File: config.mk
export PLATFORM = sky130hd
export DESIGN_NAME = data_req_win
export DESIGN_NICKNAME = d
export VERILOG_FILES = /design/src/rtl/data_req_win_pkg.sv /design/src/rtl/data_req_win_win_cnt.sv /design/src/rtl/data_req_win.sv
export SDC_FILE = /design/constraint.sdc
export NUM_CORES = 1
export LEC_CHECK = 0
export BUFFER_PORTS_ARGS = -buffer_cell sky130_fd_sc_hd__buf_4
export CORE_MARGIN = 4
export CORE_UTILIZATION = 42
export CTS_BUF_LIST = sky130_fd_sc_hd__clkbuf_4 sky130_fd_sc_hd__clkbuf_8
export DETAILED_ROUTE_END_ITERATION = 6
export PLACE_DENSITY = 0.69
export SLEW_MARGIN = 10
export SYNTH_ARGS = -nofsm -noshare
export SYNTH_HDL_FRONTEND = slang
export SYNTH_SLANG_ARGS = --single-unit
File: constraint.sdc
create_clock -name clk -period 4.26 [get_ports clk]
set_input_delay 0.213 -clock clk [delete_from_list [all_inputs] [get_ports clk]]
set_output_delay 0.213 -clock clk [all_outputs]
set_load 0.01 [all_outputs]
File: src/rtl/data_req_win_pkg.sv
// Shared constants for the convolution request generators: FSM encoding,
// input-shape field positions and the config legality rule.
package data_req_win_pkg;

   localparam logic [2:0] ST_IDLE   = 3'd0;
   localparam logic [2:0] ST_CONFIG = 3'd1;
   localparam logic [2:0] ST_RUN    = 3'd2;
   localparam logic [2:0] ST_DONE   = 3'd3;
   localparam logic [2:0] ST_ERR    = 3'd4;

   localparam int SHAPE_W_LSB   = 0;
   localparam int SHAPE_H_LSB   = 8;
   localparam int SHAPE_C_LSB   = 16;
   localparam int SHAPE_FIELD_W = 8;

   typedef struct packed {
      logic [SHAPE_FIELD_W-1:0] c;
      logic [SHAPE_FIELD_W-1:0] h;
      logic [SHAPE_FIELD_W-1:0] w;
   } shape_t;

   // A layer is unusable if any dimension is empty or the kernel overhangs the plane.
   function automatic logic cfg_illegal(input int unsigned w, input int unsigned h,
                                        input int unsigned c, input int unsigned k,
                                        input int unsigned s);
      return (k == 0) || (s == 0) || (c == 0) || (k > w) || (k > h);
   endfunction

endpackage

File: src/rtl/data_req_win_win_cnt.sv
// Wrap counter: advances by step on inc, returns to 0 once the next value
// would pass limit. last flags the final position, wrap is last & inc.
module data_req_win_win_cnt #(
   parameter int WIDTH = 8
) (
   input  logic             clk,
   input  logic             rst,
   input  logic             clr,
   input  logic             inc,
   input  logic [WIDTH-1:0] step,
   input  logic [WIDTH-1:0] limit,
   output logic             last,
   output logic             wrap
);

   logic [WIDTH-1:0] value;
   logic [WIDTH:0]   value_nxt;

   assign value_nxt = {1'b0, value} + {1'b0, step};
   assign last      = value_nxt > {1'b0, limit};
   assign wrap      = inc & last;

   always_ff @(posedge clk) begin
      if (!rst) begin
         value <= '0;
      end else if (clr) begin
         value <= '0;
      end else if (inc) begin
         value <= last ? '0 : value_nxt[WIDTH-1:0];
      end
   end

endmodule

File: src/rtl/data_req_win.sv
// Read-address generator for one convolution layer: walks every output
// window x channel x kernel tap and issues one RAM read per accepted tap.
//
//   state  | meaning
//   IDLE   | waiting for i_start
//   CONFIG | latch shape/kernel/stride/base, compute plane and row stride
//   RUN    | issue reads; advance on every cycle with o_rden=1
//   DONE   | one-cycle o_done pulse
//   ERR    | one-cycle o_err pulse, no reads issued
module data_req_win
   import data_req_win_pkg::*;
#(
   parameter int ADDR_WIDTH        = 32,
   parameter int REG_WIDTH         = 32,
   parameter int DIM_WIDTH         = 8,
   parameter int KERNEL_SIZE_WIDTH = 3,
   parameter int STRIDE_WIDTH      = 4
) (
   input  logic                    clk,
   input  logic                    rst,
   input  logic                    i_start,
   input  logic                    i_stall,
   input  logic [REG_WIDTH-1:0]    i_conf_inputshape,
   input  logic [REG_WIDTH-1:0]    i_conf_kernelshape,
   input  logic [STRIDE_WIDTH-1:0] i_cnfx_stride,
   input  logic [ADDR_WIDTH-1:0]   i_conf_baseaddr,
   output logic [ADDR_WIDTH-1:0]   o_addr,
   output logic                    o_rden,
   output logic                    o_busy,
   output logic                    o_done,
   output logic                    o_err,
   output logic [REG_WIDTH-1:0]    dbg_datareq_state,
   output logic [REG_WIDTH-1:0]    dbg_datareq_rdcnt
);

   localparam logic [DIM_WIDTH-1:0]  DIM_ONE  = DIM_WIDTH'(1);
   localparam logic [ADDR_WIDTH-1:0] ADDR_ONE = ADDR_WIDTH'(1);
   localparam logic [REG_WIDTH-1:0]  REG_ONE  = REG_WIDTH'(1);

   logic [2:0] state, state_nxt;

   logic [DIM_WIDTH-1:0] cfg_w, cfg_h, cfg_c, cfg_k, cfg_s;
   logic                 cfg_bad;
   logic                 unused_cfg_bits;

   assign cfg_w = i_conf_inputshape[SHAPE_W_LSB +: DIM_WIDTH];
   assign cfg_h = i_conf_inputshape[SHAPE_H_LSB +: DIM_WIDTH];
   assign cfg_c = i_conf_inputshape[SHAPE_C_LSB +: DIM_WIDTH];
   assign cfg_k = DIM_WIDTH'(i_conf_kernelshape[KERNEL_SIZE_WIDTH-1:0]);
   assign cfg_s = DIM_WIDTH'(i_cnfx_stride);

   assign cfg_bad = cfg_illegal(32'(cfg_w), 32'(cfg_h), 32'(cfg_c), 32'(cfg_k), 32'(cfg_s));

   assign unused_cfg_bits = ^{i_conf_inputshape[REG_WIDTH-1:SHAPE_C_LSB+DIM_WIDTH],
                              i_conf_kernelshape[REG_WIDTH-1:KERNEL_SIZE_WIDTH]};

   logic cfg_phase;
   logic accept;
   logic final_tap;

   assign cfg_phase = (state == ST_CONFIG);
   assign accept    = o_rden;

   always_comb begin
      state_nxt = state;
      case (state)
         ST_IDLE:   if (i_start) state_nxt = ST_CONFIG;
         ST_CONFIG: state_nxt = cfg_bad ? ST_ERR : ST_RUN;
         ST_RUN:    if (final_tap) state_nxt = ST_DONE;
         ST_DONE:   state_nxt = ST_IDLE;
         ST_ERR:    state_nxt = ST_IDLE;
         default:   state_nxt = ST_IDLE;
      endcase
   end

   always_ff @(posedge clk) begin
      if (!rst) begin
         state <= ST_IDLE;
      end else begin
         state <= state_nxt;
      end
   end

   logic [DIM_WIDTH-1:0]  k_lim, c_lim, x_lim, y_lim, s_dim;
   logic [ADDR_WIDTH-1:0] w_step, s_step, plane, row_stride;

   // Limits hold the last legal counter position; they wrap harmlessly on
   // illegal configs because those never reach RUN.
   always_ff @(posedge clk) begin
      if (!rst) begin
         k_lim      <= '0;
         c_lim      <= '0;
         x_lim      <= '0;
         y_lim      <= '0;
         s_dim      <= '0;
         w_step     <= '0;
         s_step     <= '0;
         plane      <= '0;
         row_stride <= '0;
      end else if (cfg_phase) begin
         k_lim      <= cfg_k - DIM_ONE;
         c_lim      <= cfg_c - DIM_ONE;
         x_lim      <= cfg_w - cfg_k;
         y_lim      <= cfg_h - cfg_k;
         s_dim      <= cfg_s;
         w_step     <= ADDR_WIDTH'(cfg_w);
         s_step     <= ADDR_WIDTH'(i_cnfx_stride);
         plane      <= ADDR_WIDTH'(cfg_w) * ADDR_WIDTH'(cfg_h);
         row_stride <= ADDR_WIDTH'(i_cnfx_stride) * ADDR_WIDTH'(cfg_w);
      end
   end

   logic kx_last, kx_wrap, ky_last, ky_wrap, c_last, c_wrap;
   logic xb_last, xb_wrap, yb_last, yb_wrap;

   data_req_win_win_cnt #(.WIDTH(DIM_WIDTH)) u_kx_cnt (
      .clk(clk), .rst(rst), .clr(cfg_phase), .inc(accept),
      .step(DIM_ONE), .limit(k_lim), .last(kx_last), .wrap(kx_wrap));

   data_req_win_win_cnt #(.WIDTH(DIM_WIDTH)) u_ky_cnt (
      .clk(clk), .rst(rst), .clr(cfg_phase), .inc(kx_wrap),
      .step(DIM_ONE), .limit(k_lim), .last(ky_last), .wrap(ky_wrap));

   data_req_win_win_cnt #(.WIDTH(DIM_WIDTH)) u_c_cnt (
      .clk(clk), .rst(rst), .clr(cfg_phase), .inc(ky_wrap),
      .step(DIM_ONE), .limit(c_lim), .last(c_last), .wrap(c_wrap));

   data_req_win_win_cnt #(.WIDTH(DIM_WIDTH)) u_xb_cnt (
      .clk(clk), .rst(rst), .clr(cfg_phase), .inc(c_wrap),
      .step(s_dim), .limit(x_lim), .last(xb_last), .wrap(xb_wrap));

   data_req_win_win_cnt #(.WIDTH(DIM_WIDTH)) u_yb_cnt (
      .clk(clk), .rst(rst), .clr(cfg_phase), .inc(xb_wrap),
      .step(s_dim), .limit(y_lim), .last(yb_last), .wrap(yb_wrap));

   assign final_tap = yb_wrap;

   // Nested pointers: line = window-row origin, win = window origin,
   // chan = window origin in channel c, row = kernel row ky, addr = tap.
   logic [ADDR_WIDTH-1:0] addr_q, row_ptr, chan_ptr, win_ptr, line_ptr;
   logic [ADDR_WIDTH-1:0] row_nxt, chan_nxt, win_nxt, line_nxt;

   assign row_nxt  = row_ptr  + w_step;
   assign chan_nxt = chan_ptr + plane;
   assign win_nxt  = win_ptr  + s_step;
   assign line_nxt = line_ptr + row_stride;

   always_ff @(posedge clk) begin
      if (!rst) begin
         addr_q   <= '0;
         row_ptr  <= '0;
         chan_ptr <= '0;
         win_ptr  <= '0;
         line_ptr <= '0;
      end else if (cfg_phase) begin
         addr_q   <= i_conf_baseaddr;
         row_ptr  <= i_conf_baseaddr;
         chan_ptr <= i_conf_baseaddr;
         win_ptr  <= i_conf_baseaddr;
         line_ptr <= i_conf_baseaddr;
      end else if (accept) begin
         if (!kx_last) begin
            addr_q <= addr_q + ADDR_ONE;
         end else if (!ky_last) begin
            row_ptr <= row_nxt;
            addr_q  <= row_nxt;
         end else if (!c_last) begin
            chan_ptr <= chan_nxt;
            row_ptr  <= chan_nxt;
            addr_q   <= chan_nxt;
         end else if (!xb_last) begin
            win_ptr  <= win_nxt;
            chan_ptr <= win_nxt;
            row_ptr  <= win_nxt;
            addr_q   <= win_nxt;
         end else if (!yb_last) begin
            line_ptr <= line_nxt;
            win_ptr  <= line_nxt;
            chan_ptr <= line_nxt;
            row_ptr  <= line_nxt;
            addr_q   <= line_nxt;
         end
      end
   end

   logic [REG_WIDTH-1:0] rd_cnt;

   always_ff @(posedge clk) begin
      if (!rst) begin
         rd_cnt <= '0;
      end else if (cfg_phase) begin
         rd_cnt <= '0;
      end else if (accept) begin
         rd_cnt <= rd_cnt + REG_ONE;
      end
   end

   assign o_addr            = addr_q;
   assign o_rden            = (state == ST_RUN) & ~i_stall;
   assign o_busy            = (state == ST_CONFIG) | (state == ST_RUN);
   assign o_done            = (state == ST_DONE);
   assign o_err             = (state == ST_ERR);
   assign dbg_datareq_state = REG_WIDTH'(state);
   assign dbg_datareq_rdcnt = rd_cnt;

endmodule
# Word level (Yosys, flattened, before mapping)
# Cells that the tools add are included.
[totals] input_bits=104 register_bits=307 output_inout_bits=100 elab_cells=118
[classes] n_addsub=15 muxes=34 n_reduce_logical=20 eq_ne=11 n_mul=2 bitwise=9 order_cmp=7
[op_table] operator="32-bit two-way mux" n=25
[op_table] operator="32-bit by 1-bit adder with 32-bit output, second input constant" n=2
[op_table] operator="9-bit by 8-bit > comparator with 1-bit output" n=5
[op_table] operator="8-bit two-way mux" n=5
[op_table] operator="32-bit by 12-bit adder with 32-bit output" n=1
[op_table] operator="32-bit by 16-bit adder with 32-bit output" n=1
[op_table] operator="32-bit by 4-bit adder with 32-bit output" n=1
[op_table] operator="32-bit by 8-bit adder with 32-bit output" n=1
[op_table] operator="8-bit by 1-bit adder with 9-bit output, second input constant" n=3
[op_table] operator="8-bit zero test" n=3
[op_table] operator="8-bit by 4-bit adder with 9-bit output" n=2
[op_table] operator="3-bit by 8-bit > comparator with 1-bit output" n=2
[op_table] operator="8-bit by 8-bit multiplier with 16-bit output" n=1
[op_table] operator="8-bit by 3-bit subtractor with 8-bit output" n=2
[op_table] operator="4-bit by 8-bit multiplier with 12-bit output" n=1
[op_table] operator="2-bit nonzero test" n=5
[op_table] operator="3-bit two-way mux" n=3
[op_table] operator="3-bit one-hot mux with 3 select lines" n=1
[op_table] operator="8-bit by 1-bit subtractor with 8-bit output, second input constant" n=1
[op_table] operator="1-bit AND" n=6
[op_table] operator="3-bit by 2-bit equality test with 1-bit output, second input constant" n=2
[op_table] operator="2-bit != test, second input constant" n=3
[op_table] operator="6-bit != test, second input constant" n=1
[op_table] operator="6-bit AND reduction" n=1
[op_table] operator="15 further kinds" n=20

# Logic depth before layout (Yosys ltp)
# Gate-level depths: netlist of run 1.
[depth] depth_word=9 mapped_depth=19 depth_no_buf=18

# By module
# Synthesis of run 1 repeated with hierarchy kept, for this count alone.
[hier_totals] hier_cells=3078 hier_area_um2=24224.5
[by_module_without_submodules] module="data_req_win" area_each_um2=20308.2 cells_each=2658 n_inst=1 seq_area_each_um2=5265.0
[by_module_without_submodules] module="data_req_win_win_cnt" area_each_um2=783.3 cells_each=84 n_inst=5 seq_area_each_um2=160.2

# Worst setup path after synthesis of run 1
# Ideal clock, no wire load.
[synth_path] path_kind="input -> register" from="input i_conf_inputshape[3]" to="register plane[15]" required_time_ns=4.127 setup_slack_ns=-0.051 arrival_time_ns=4.178 setup_time_ns=0.133 path_buffers=2 cell_stages=18 path_cell_list="clkbuf_1 clkbuf_1 and2_1 fa_1 inv_1 fa_1 inv_1 fa_1 inv_1 fa_1 inv_1 ha_1 a21boi_0 o211ai_1 a21oi_1 o31ai_1 xnor2_1 a21oi_1"
[synth_via] elab_chain_len=1
[synth_lines] item="from (decl)" line_no="data_req_win.sv:23" rtl="input logic [REG_WIDTH-1:0] i_conf_inputshape,"
[synth_lines] item="8-bit by 8-bit multiplier with 16-bit output" line_no="data_req_win.sv:108" rtl="plane <= ADDR_WIDTH'(cfg_w) * ADDR_WIDTH'(cfg_h);"
[synth_lines] item="to (signal assigned)" line_no="data_req_win.sv:108"
[synth_lines] item="to (decl)" line_no="data_req_win.sv:85" rtl="logic [ADDR_WIDTH-1:0] w_step, s_step, plane, row_stride;"
# No other way between the ends.
# A chain may end at the register's enable or synchronous reset.

# Worst setup path in the final report of run 1
[layout_path] from="register u_c_cnt.value[0]" to="register addr_q[31], in the netlist o_addr[31]"
[layout_via] elab_chain_len=7 elab_cells_between_ends=9 classes_between="1 x add/sub; 1 x order compare; 1 x eq/ne; 5 x mux; 1 x reduce/logical"
[layout_lines] item="from (decl)" line_no="data_req_win_win_cnt.sv:16" rtl="logic [WIDTH-1:0] value;"
[layout_lines] item="from (signal assigned)" line_no="data_req_win_win_cnt.sv:29" rtl="value <= last ? '0 : value_nxt[WIDTH-1:0];"
[layout_lines] item="8-bit by 1-bit adder with 9-bit output (*)" line_no="data_req_win_win_cnt.sv:19" rtl="assign value_nxt = {1'b0, value} + {1'b0, step};"
[layout_lines] item="9-bit by 8-bit > comparator with 1-bit output (*)" line_no="data_req_win_win_cnt.sv:20" rtl="assign last = value_nxt > {1'b0, limit};"
[layout_lines] item="32-bit two-way mux" line_no="data_req_win.sv:167" rtl="end else if (!c_last) begin"
[layout_lines] item="32-bit two-way mux" line_no="data_req_win.sv:164" rtl="end else if (!ky_last) begin"
[layout_lines] item="32-bit two-way mux" line_no="data_req_win.sv:162" rtl="if (!kx_last) begin"
[layout_lines] item="32-bit two-way mux" line_no="data_req_win.sv:161" rtl="end else if (accept) begin"
[layout_lines] item="32-bit two-way mux" line_no="data_req_win.sv:155" rtl="end else if (cfg_phase) begin"
[layout_lines] item="to (signal assigned)" line_no="data_req_win.sv:156" rtl="addr_q <= i_conf_baseaddr;"
[layout_lines] item="to (signal assigned)" line_no="data_req_win.sv:163" rtl="addr_q <= addr_q + ADDR_ONE;"
[layout_lines] item="to (signal assigned)" line_no="data_req_win.sv:166" rtl="addr_q <= row_nxt;"
[layout_lines] item="to (decl)" line_no="data_req_win.sv:140" rtl="logic [ADDR_WIDTH-1:0] addr_q, row_ptr, chan_ptr, win_ptr, line_ptr;"
# Mark *: on every way between the ends. The rest lies on a longest branch, timed or not. The select of a mux whose other input is x is not followed.

==> results.cfg, run 1 <==
[outcome]
status = finished, final reports clean

[timing]
post-route-period-util_pct = 97.1
maxSlewHeadroom_pct = 21.1
layout_min_cycle_time_ns = 4.14
max_slew.worst_pin.slew_ns = 1.17
fmaxAchievable_mhz = 242
hold_violations = 0
fin_worst_skew_ns = 0.0344
setup_violations = 0
fin_tns_setup_ns = 0
slew_violations = 0

[setup_path]
worstSetupEndpointType = flop
timing_worst_setup_path_type = reg2reg
crit_path_max_fanout = 9
crit_required_ns = 4.84
crit_arrival_ns = 4.72
slack_of_the_worst_reg_to_reg_path_ns = 0.12
startpoint_type_of_the_worst_setup_path = flop

[global_routing]
maximum_number_of_pins_on_one_net_before_global_route_repair = 107
grt_pass1_wl_mm = 127
number_of_antenna_violations_at_the_first_check_in_global_routing = 0
gr-usage-all-layers_pct = 26.6
gr-total-overflow = 0
grt_pass1_vias = 22491

[cells_and_area]
synthToLayoutAreaGrowth_pct = 18.3
fillers = 5399
inserted_diodes = 0
share_of_final_layout_standard_cells_stronger_than_drive_strength_1_pct = 13.9
fin_area_um2 = 28000
nNetsFinal = 3588

[clock_tree]
cts_tree = yes
cts.root.buffer_cell = sky130_fd_sc_hd__clkbuf_8
cts_made_buffers = 55
clock_tree.buffer_depth = 3
ctsHtreeMaxLevel = 2
cts.sink_count = 303
clkTransAtPathRegs_ns = 0.06
clock_latency_ns = 0.68

[logic_synthesis]
synth_area_leaders = sky130_fd_sc_hd__dfxtp_1 26%, sky130_fd_sc_hd__ha_1 8.2%, sky130_fd_sc_hd__nand2_1 6.2%
ys_top_cells_by_count = 390 x sky130_fd_sc_hd__nand2_1, 303 x sky130_fd_sc_hd__dfxtp_1, 241 x sky130_fd_sc_hd__a21oi_1
post_synth_num_cell_types = 100
synth_largest_area_cell = sky130_fd_sc_hd__dfxtp_1
synthCells = 3050
synthDominantCellAreaShare_pct = 25.6
share_of_flip_flops_with_an_asynchronous_set_or_reset_pct = 0
synth-seq-cells = 303
number_of_synthesized_flops_with_an_enable_pin = 0
post-synth-top-count-cell = sky130_fd_sc_hd__nand2_1
synth.yosys.seq_area_share_pct = 25.6
synth_area_um2 = 23700
synth_area_per_cell_um2 = 7.76
yosys_warnings = 0
synth-main-ff-cell = sky130_fd_sc_hd__dfxtp_1

[routing]
routed-via-count = 24227
drtAntennaViolNets = 0
detailedRoute.firstPassIterationCount = 7
detail_route.iter0.violations = 2469
vias_per_cell = 5.96
avgRoutedWirePerCell_um = 20.7
postRouteWirelength_mm = 84.1
detail_route.drc_violations = 0

[min_path]
hold_path_class = in2reg

[die]
initial_utilization_pct = 42.7
floorplan.core_area_um2 = 55400
number_of_rows_in_the_core_area = 86
floorplan.die_area_um2 = 60200
die_width_um = 245
die_y_um = 245
floorplan.io_pins = 204

[power]
cellPowerDensity_nw_per_um2 = 367
totalPowerFinal_w = 0.0103
ir_drop_v = 0.000203
leakage_power_summed_over_all_cells_nw = 11.5

[place]
post_placement_cell_area_um2 = 26100
port_buffers = 137
dp.final_hpwl_mm = 62.6
place_congestion = 0.995

[job]
cap_violations = 0
worst max-delay path: stages (launching register included):
cell,delay (ns)
sky130_fd_sc_hd__dfxtp_1,0.42
sky130_fd_sc_hd__ha_1,0.27
sky130_fd_sc_hd__nand3_1,0.22
sky130_fd_sc_hd__nor2_2,0.28
sky130_fd_sc_hd__xor2_1,0.12
sky130_fd_sc_hd__ha_1,0.21
sky130_fd_sc_hd__nor4_1,0.27
sky130_fd_sc_hd__o21ai_0,0.19
sky130_fd_sc_hd__o221a_2,0.32
sky130_fd_sc_hd__o22ai_4,0.51
sky130_fd_sc_hd__o31a_1,0.41
sky130_fd_sc_hd__buf_4,0.23
sky130_fd_sc_hd__o21ai_0,0.13
sky130_fd_sc_hd__or3_1,0.35
sky130_fd_sc_hd__o22ai_1,0.13
per-stage QoR:
step,utilization (%),setup WS (ns),hold WS [ns],std cells
2_1_floorplan,-,0.0186,0.309,3078
3_3_place_gp,47.0,0.0185,0.438,3904
3_5_place_dp,47.0,-0.0305,0.438,3904
4_1_cts,50.2,0.0469,0.0323,4061
5_1_grt,50.5,-0.0160,0.0578,4065
6_report,50.5,0.123,0.0577,4065
sequential cells by signal (all words and copies together) (netlist names), 8 cells and up:
signal	count
c_lim	8
chan_ptr	32
dbg_datareq_rdcnt	32
line_ptr	32
o_addr	32
plane	16
row_ptr	32
row_stride	12
u_c_cnt.value	8
u_kx_cnt.value	8
u_ky_cnt.value	8
u_xb_cnt.value	8
u_yb_cnt.value	8
w_step	8
win_ptr	32
x_lim	8
y_lim	8
path summary, 6_finish.rpt:
kind                                 start                       end  depth (start not counted)
min                   i_conf_inputshape[7]    w_step[7]$_SDFFE_PN0P_                          4
max reg2reg  u_c_cnt.value[0]$_SDFFE_PP0N_   o_addr[31]$_SDFFE_PN0P_                         14
max          u_c_cnt.value[0]$_SDFFE_PP0N_   o_addr[31]$_SDFFE_PN0P_                         14
min reg2reg       chan_ptr[3]$_SDFFE_PN0P_  chan_ptr[3]$_SDFFE_PN0P_                          2
kinds of logic (layout without fill, tap and decap cells):
group           Yosys count  count (layout)  synth area share, %
flops                   303             303                 25.6
compound gates          841             841                 23.6
simple gates           1116            1116                 22.9
fa+ha+maj               211             211                 12.9
xor+xnor                203             203                 7.51
mux                      30              30                 1.28
buf+inv                 345             584                 6.14
other cells               1              29               0.0158
routing by layer:
metal | up-vias | routed length, µm | track usage, %
met2 | 1177 | 36800 | 41.9
met1 | 11465 | 34600 | 35.2
met3 | 246 | 8050 | 4.85
met4 | 0 | 4620 | 13.1
met5 | - | 0 | 0
li1 | 11339 | - | -
layout make-up:
class,instances,area (µm²),share of cell area (%)
Multi-Input combinational cell,2430,16400,58.6
Sequential cell,303,6070,21.7
Timing Repair Buffer,331,2780,9.92
Clock buffer,88,1110,3.97
Tap cell,748,936,3.34
Inverter,152,572,2.04
Clock inverter,13,121,0.433
report_power, final:
group / leakage (nW) / total, W / internal [W] / switching (W)
sequential: 2.47 / 0.00330 / 0.00305 / 0.000249
combinational: 8.34 / 0.00384 / 0.00152 / 0.00232
clock: 0.659 / 0.00313 / 0.00177 / 0.00136
layout by cell type (no fill, tap or decap), types with 52 or more instances in the layout:
| cell | synthesis | routed |
|---|---|---|
| sky130_fd_sc_hd__nand4_1 | 52 | 52 |
| sky130_fd_sc_hd__inv_1 | 150 | 150 |
| sky130_fd_sc_hd__ha_1 | 155 | 154 |
| sky130_fd_sc_hd__clkbuf_8 | 0 | 72 |
| sky130_fd_sc_hd__buf_4 | 31 | 261 |
| sky130_fd_sc_hd__a21oi_1 | 241 | 238 |
| sky130_fd_sc_hd__nand2_1 | 390 | 387 |
| sky130_fd_sc_hd__nor3_1 | 63 | 62 |
| sky130_fd_sc_hd__dfxtp_1 | 303 | 302 |
| sky130_fd_sc_hd__xnor2_1 | 114 | 114 |
| sky130_fd_sc_hd__fa_1 | 56 | 56 |
| sky130_fd_sc_hd__o21ai_0 | 173 | 169 |
| sky130_fd_sc_hd__nor2_1 | 219 | 218 |
| sky130_fd_sc_hd__xor2_1 | 89 | 89 |
| sky130_fd_sc_hd__dlygate4sd3_1 | 0 | 55 |
| sky130_fd_sc_hd__and2_1 | 71 | 71 |
| sky130_fd_sc_hd__nand3_1 | 107 | 107 |
| sky130_fd_sc_hd__a211oi_1 | 71 | 71 |
what timing repair did:
item / CTS / global route
hold endpoints to repair: 85 / 0
gates resized for setup: 0 / 30
setup buffers: 0 / 4
hold buffers: 56 / 0
endpoints found under the setup margin: 0 / 75
No activity file was read; power rests on OpenSTA's default activity.
==> run 2: changes to the inputs <==
Settings changed: ABC_AREA set to 1, GPL_TIMING_DRIVEN set to 0.
==> run 2 against run 1 <==
Synthesized area increased by 2.8%. Flip-flop and latch count stayed put. Core utilization is 0.92 points lower. Power grew 15%. Critical path type unchanged. Cell area is 0.67% higher. Sequential share of layout area shrank 0.15 points. Via count increased by 6.6%. Critical path depth is 5 higher. Final cell count increased by 20%. Sequential power rose by 5%. Register-to-register slack improved by 0.03 ns.
==> results.cfg, run 2 <==
[outcome]
status = finished, final reports clean

[routing]
drtAntennaViolNets = 0
postRouteWirelength_mm = 91.3
detail_route.drc_violations = 0
detailedRoute.firstPassIterationCount = 6
routed-via-count = 25818
avgRoutedWirePerCell_um = 18.7
vias_per_cell = 5.29
detail_route.iter0.violations = 2331

[die]
floorplan.io_pins = 204
die_y_um = 249
number_of_rows_in_the_core_area = 87
floorplan.core_area_um2 = 56800
die_width_um = 249
initial_utilization_pct = 42.8
floorplan.die_area_um2 = 61900

[power]
cellPowerDensity_nw_per_um2 = 417
ir_drop_v = 0.000237
leakage_power_summed_over_all_cells_nw = 14.1
totalPowerFinal_w = 0.0118

[setup_path]
worstSetupEndpointType = flop
startpoint_type_of_the_worst_setup_path = flop
crit_path_max_fanout = 10
crit_arrival_ns = 4.67
crit_required_ns = 4.82
timing_worst_setup_path_type = reg2reg
slack_of_the_worst_reg_to_reg_path_ns = 0.15

[logic_synthesis]
synth_largest_area_cell = sky130_fd_sc_hd__dfxtp_1
synth_area_leaders = sky130_fd_sc_hd__dfxtp_1 25%, sky130_fd_sc_hd__nand2_1 16%, sky130_fd_sc_hd__inv_1 8.3%
synth_area_per_cell_um2 = 6.37
share_of_flip_flops_with_an_asynchronous_set_or_reset_pct = 0
synthCells = 3820
synth_area_um2 = 24300
synth-main-ff-cell = sky130_fd_sc_hd__dfxtp_1
post-synth-top-count-cell = sky130_fd_sc_hd__nand2_1
number_of_synthesized_flops_with_an_enable_pin = 0
synthDominantCellAreaShare_pct = 24.9
ys_top_cells_by_count = 1020 x sky130_fd_sc_hd__nand2_1, 536 x sky130_fd_sc_hd__inv_1, 368 x sky130_fd_sc_hd__nor2_1
post_synth_num_cell_types = 61
yosys_warnings = 0
synth-seq-cells = 303
synth.yosys.seq_area_share_pct = 24.9

[timing]
maxSlewHeadroom_pct = 25.0
fin_worst_skew_ns = 0.0450
post-route-period-util_pct = 96.5
slew_violations = 0
max_slew.worst_pin.slew_ns = 1.12
layout_min_cycle_time_ns = 4.11
hold_violations = 0
grt_setup_unrepaired = true
fmaxAchievable_mhz = 243
setup_violations = 0

[cells_and_area]
area.sequential_um2 = 6070
fillers = 5903
nNetsFinal = 4387
multi_input_comb_area_um2 = 15600
share_of_final_layout_standard_cells_stronger_than_drive_strength_1_pct = 9.30
layout.cells.most_common = sky130_fd_sc_hd__nand2_1
count_of_placed_standard_cells_in_the_final_layout_fillers_left_out = 4877
synthToLayoutAreaGrowth_pct = 15.8
layout.cells.most_common_list = 1019 x sky130_fd_sc_hd__nand2_1, 536 x sky130_fd_sc_hd__inv_1, 366 x sky130_fd_sc_hd__nor2_1, 303 x sky130_fd_sc_hd__dfxtp_1, 260 x sky130_fd_sc_hd__a21oi_1

[global_routing]
gr-total-overflow = 0
grt_pass1_wl_mm = 140
gr-usage-all-layers_pct = 28.6
grt_pass1_vias = 24549
maximum_number_of_pins_on_one_net_before_global_route_repair = 16
number_of_antenna_violations_at_the_first_check_in_global_routing = 2

[place]
place_congestion = 1.02
post-place-cells = 4734
port_buffers = 130
dp.final_hpwl_mm = 72.4

[clock_tree]
cts_tree = yes
ctsHtreeMaxLevel = 2
clock_latency_ns = 0.69
cts.sink_count = 303
cts.root.buffer_cell = sky130_fd_sc_hd__clkbuf_8
clkTransAtPathRegs_ns = 0.06
cts_made_buffers = 58
clock_tree.buffer_depth = 3

[job]
cap_violations = 0

[min_path]
hold_path_class = in2reg
## run 2: path summary, 6_finish.rpt
path,from,end,depth (start not counted)
worst max-delay path,s_step[0]$_SDFFE_PN0P_,chan_ptr[12]$_SDFFE_PN0P_,19
worst min-delay path,i_conf_inputshape[12],y_lim[4]$_SDFFE_PN0P_,4
worst max register to register,s_step[0]$_SDFFE_PN0P_,chan_ptr[12]$_SDFFE_PN0P_,19
worst min register to register,row_stride[0]$_SDFFE_PN0P_,row_stride[0]$_SDFFE_PN0P_,2
## run 2: layout make-up
class / count / area share, %
Clock buffer: 91 / 4.02
Buffer: 151 / 2.83
Sequential cell: 303 / 21.5
Multi-Input combinational cell: 2839 / 55.3
Tap cell: 756 / 3.36
Antenna cell: 1 / 0.00888
Inverter: 545 / 7.27
Clock inverter: 17 / 0.701
Timing Repair Buffer: 174 / 5.02
## run 2: logic make-up (layout without fill, tap and decap cells)
family	Yosys count	after routing	synth area share, %
AND/OR/NAND/NOR	1863	1863	32.3
buffers and inverters	706	978	11.7
flip-flops	303	303	24.9
AO/OA/AOI/OAI	586	586	13.1
XOR/XNOR	150	150	5.40
adder cells (fa/ha/maj)	211	211	12.6
other	1	30	0.0154
## run 2: repair_timing
item	4_1_cts	5_1_grt
setup endpoints to repair	2	146
pin swaps	0	2
gates resized for setup	2	38
hold buffers	42	1
setup buffers	0	1
hold endpoints to repair	46	1
## run 2: power by group
group	total [W]	switching, W	leakage, nW	internal (W)
combinational	0.00494	0.00336	10.9	0.00158
sequential	0.00347	0.000322	2.47	0.00315
clock	0.00336	0.00142	0.706	0.00194
total	0.0118	0.00510	14.1	0.00666
## run 2: metrics by stage
step	setup slack, ns	utilization, %	cell area, µm²	hold slack (ns)	setup TNS, ns
6_report	0.149	49.6	28200	0.0230	0
5_1_grt	-0.0113	49.6	28200	0.0249	-0.0205
4_1_cts	0.0105	49.5	28100	0.00366	0
3_5_place_dp	-0.755	46.4	26400	0.452	-3.23
3_3_place_gp	-0.701	46.4	26400	0.450	-2.95
2_1_floorplan	0.0184	-	24500	0.328	0
## run 2: worst max-delay path, stage by stage (launching register included)
cell	delay [ns]
sky130_fd_sc_hd__dfxtp_1	0.41
sky130_fd_sc_hd__ha_1	0.28
sky130_fd_sc_hd__fa_1	0.41
sky130_fd_sc_hd__nand3_1	0.12
sky130_fd_sc_hd__nand2_1	0.12
sky130_fd_sc_hd__xor2_1	0.21
sky130_fd_sc_hd__ha_1	0.29
sky130_fd_sc_hd__a21oi_1	0.22
sky130_fd_sc_hd__and2_1	0.16
sky130_fd_sc_hd__nor2_1	0.04
sky130_fd_sc_hd__nor2_1	0.08
sky130_fd_sc_hd__nand2_1	0.12
sky130_fd_sc_hd__nand2_1	0.30
sky130_fd_sc_hd__clkbuf_4	0.30
sky130_fd_sc_hd__nand2_1	0.09
sky130_fd_sc_hd__nand3_1	0.14
sky130_fd_sc_hd__nand2_1	0.11
sky130_fd_sc_hd__a21oi_1	0.31
sky130_fd_sc_hd__o21ai_0	0.14
sky130_fd_sc_hd__and2_1	0.15
## run 2: metal layers
metal / GRT usage, % / wire [µm] / up-vias / share of wire (%)
met5: 0 / 41 / - / 0.045
met4: 13.0 / 4610 / 6 / 5.0
met3: 5.11 / 7720 / 245 / 8.4
met2: 46.3 / 40900 / 1055 / 45
met1: 37.2 / 38100 / 11805 / 42
li1: - / - / 12707 / -
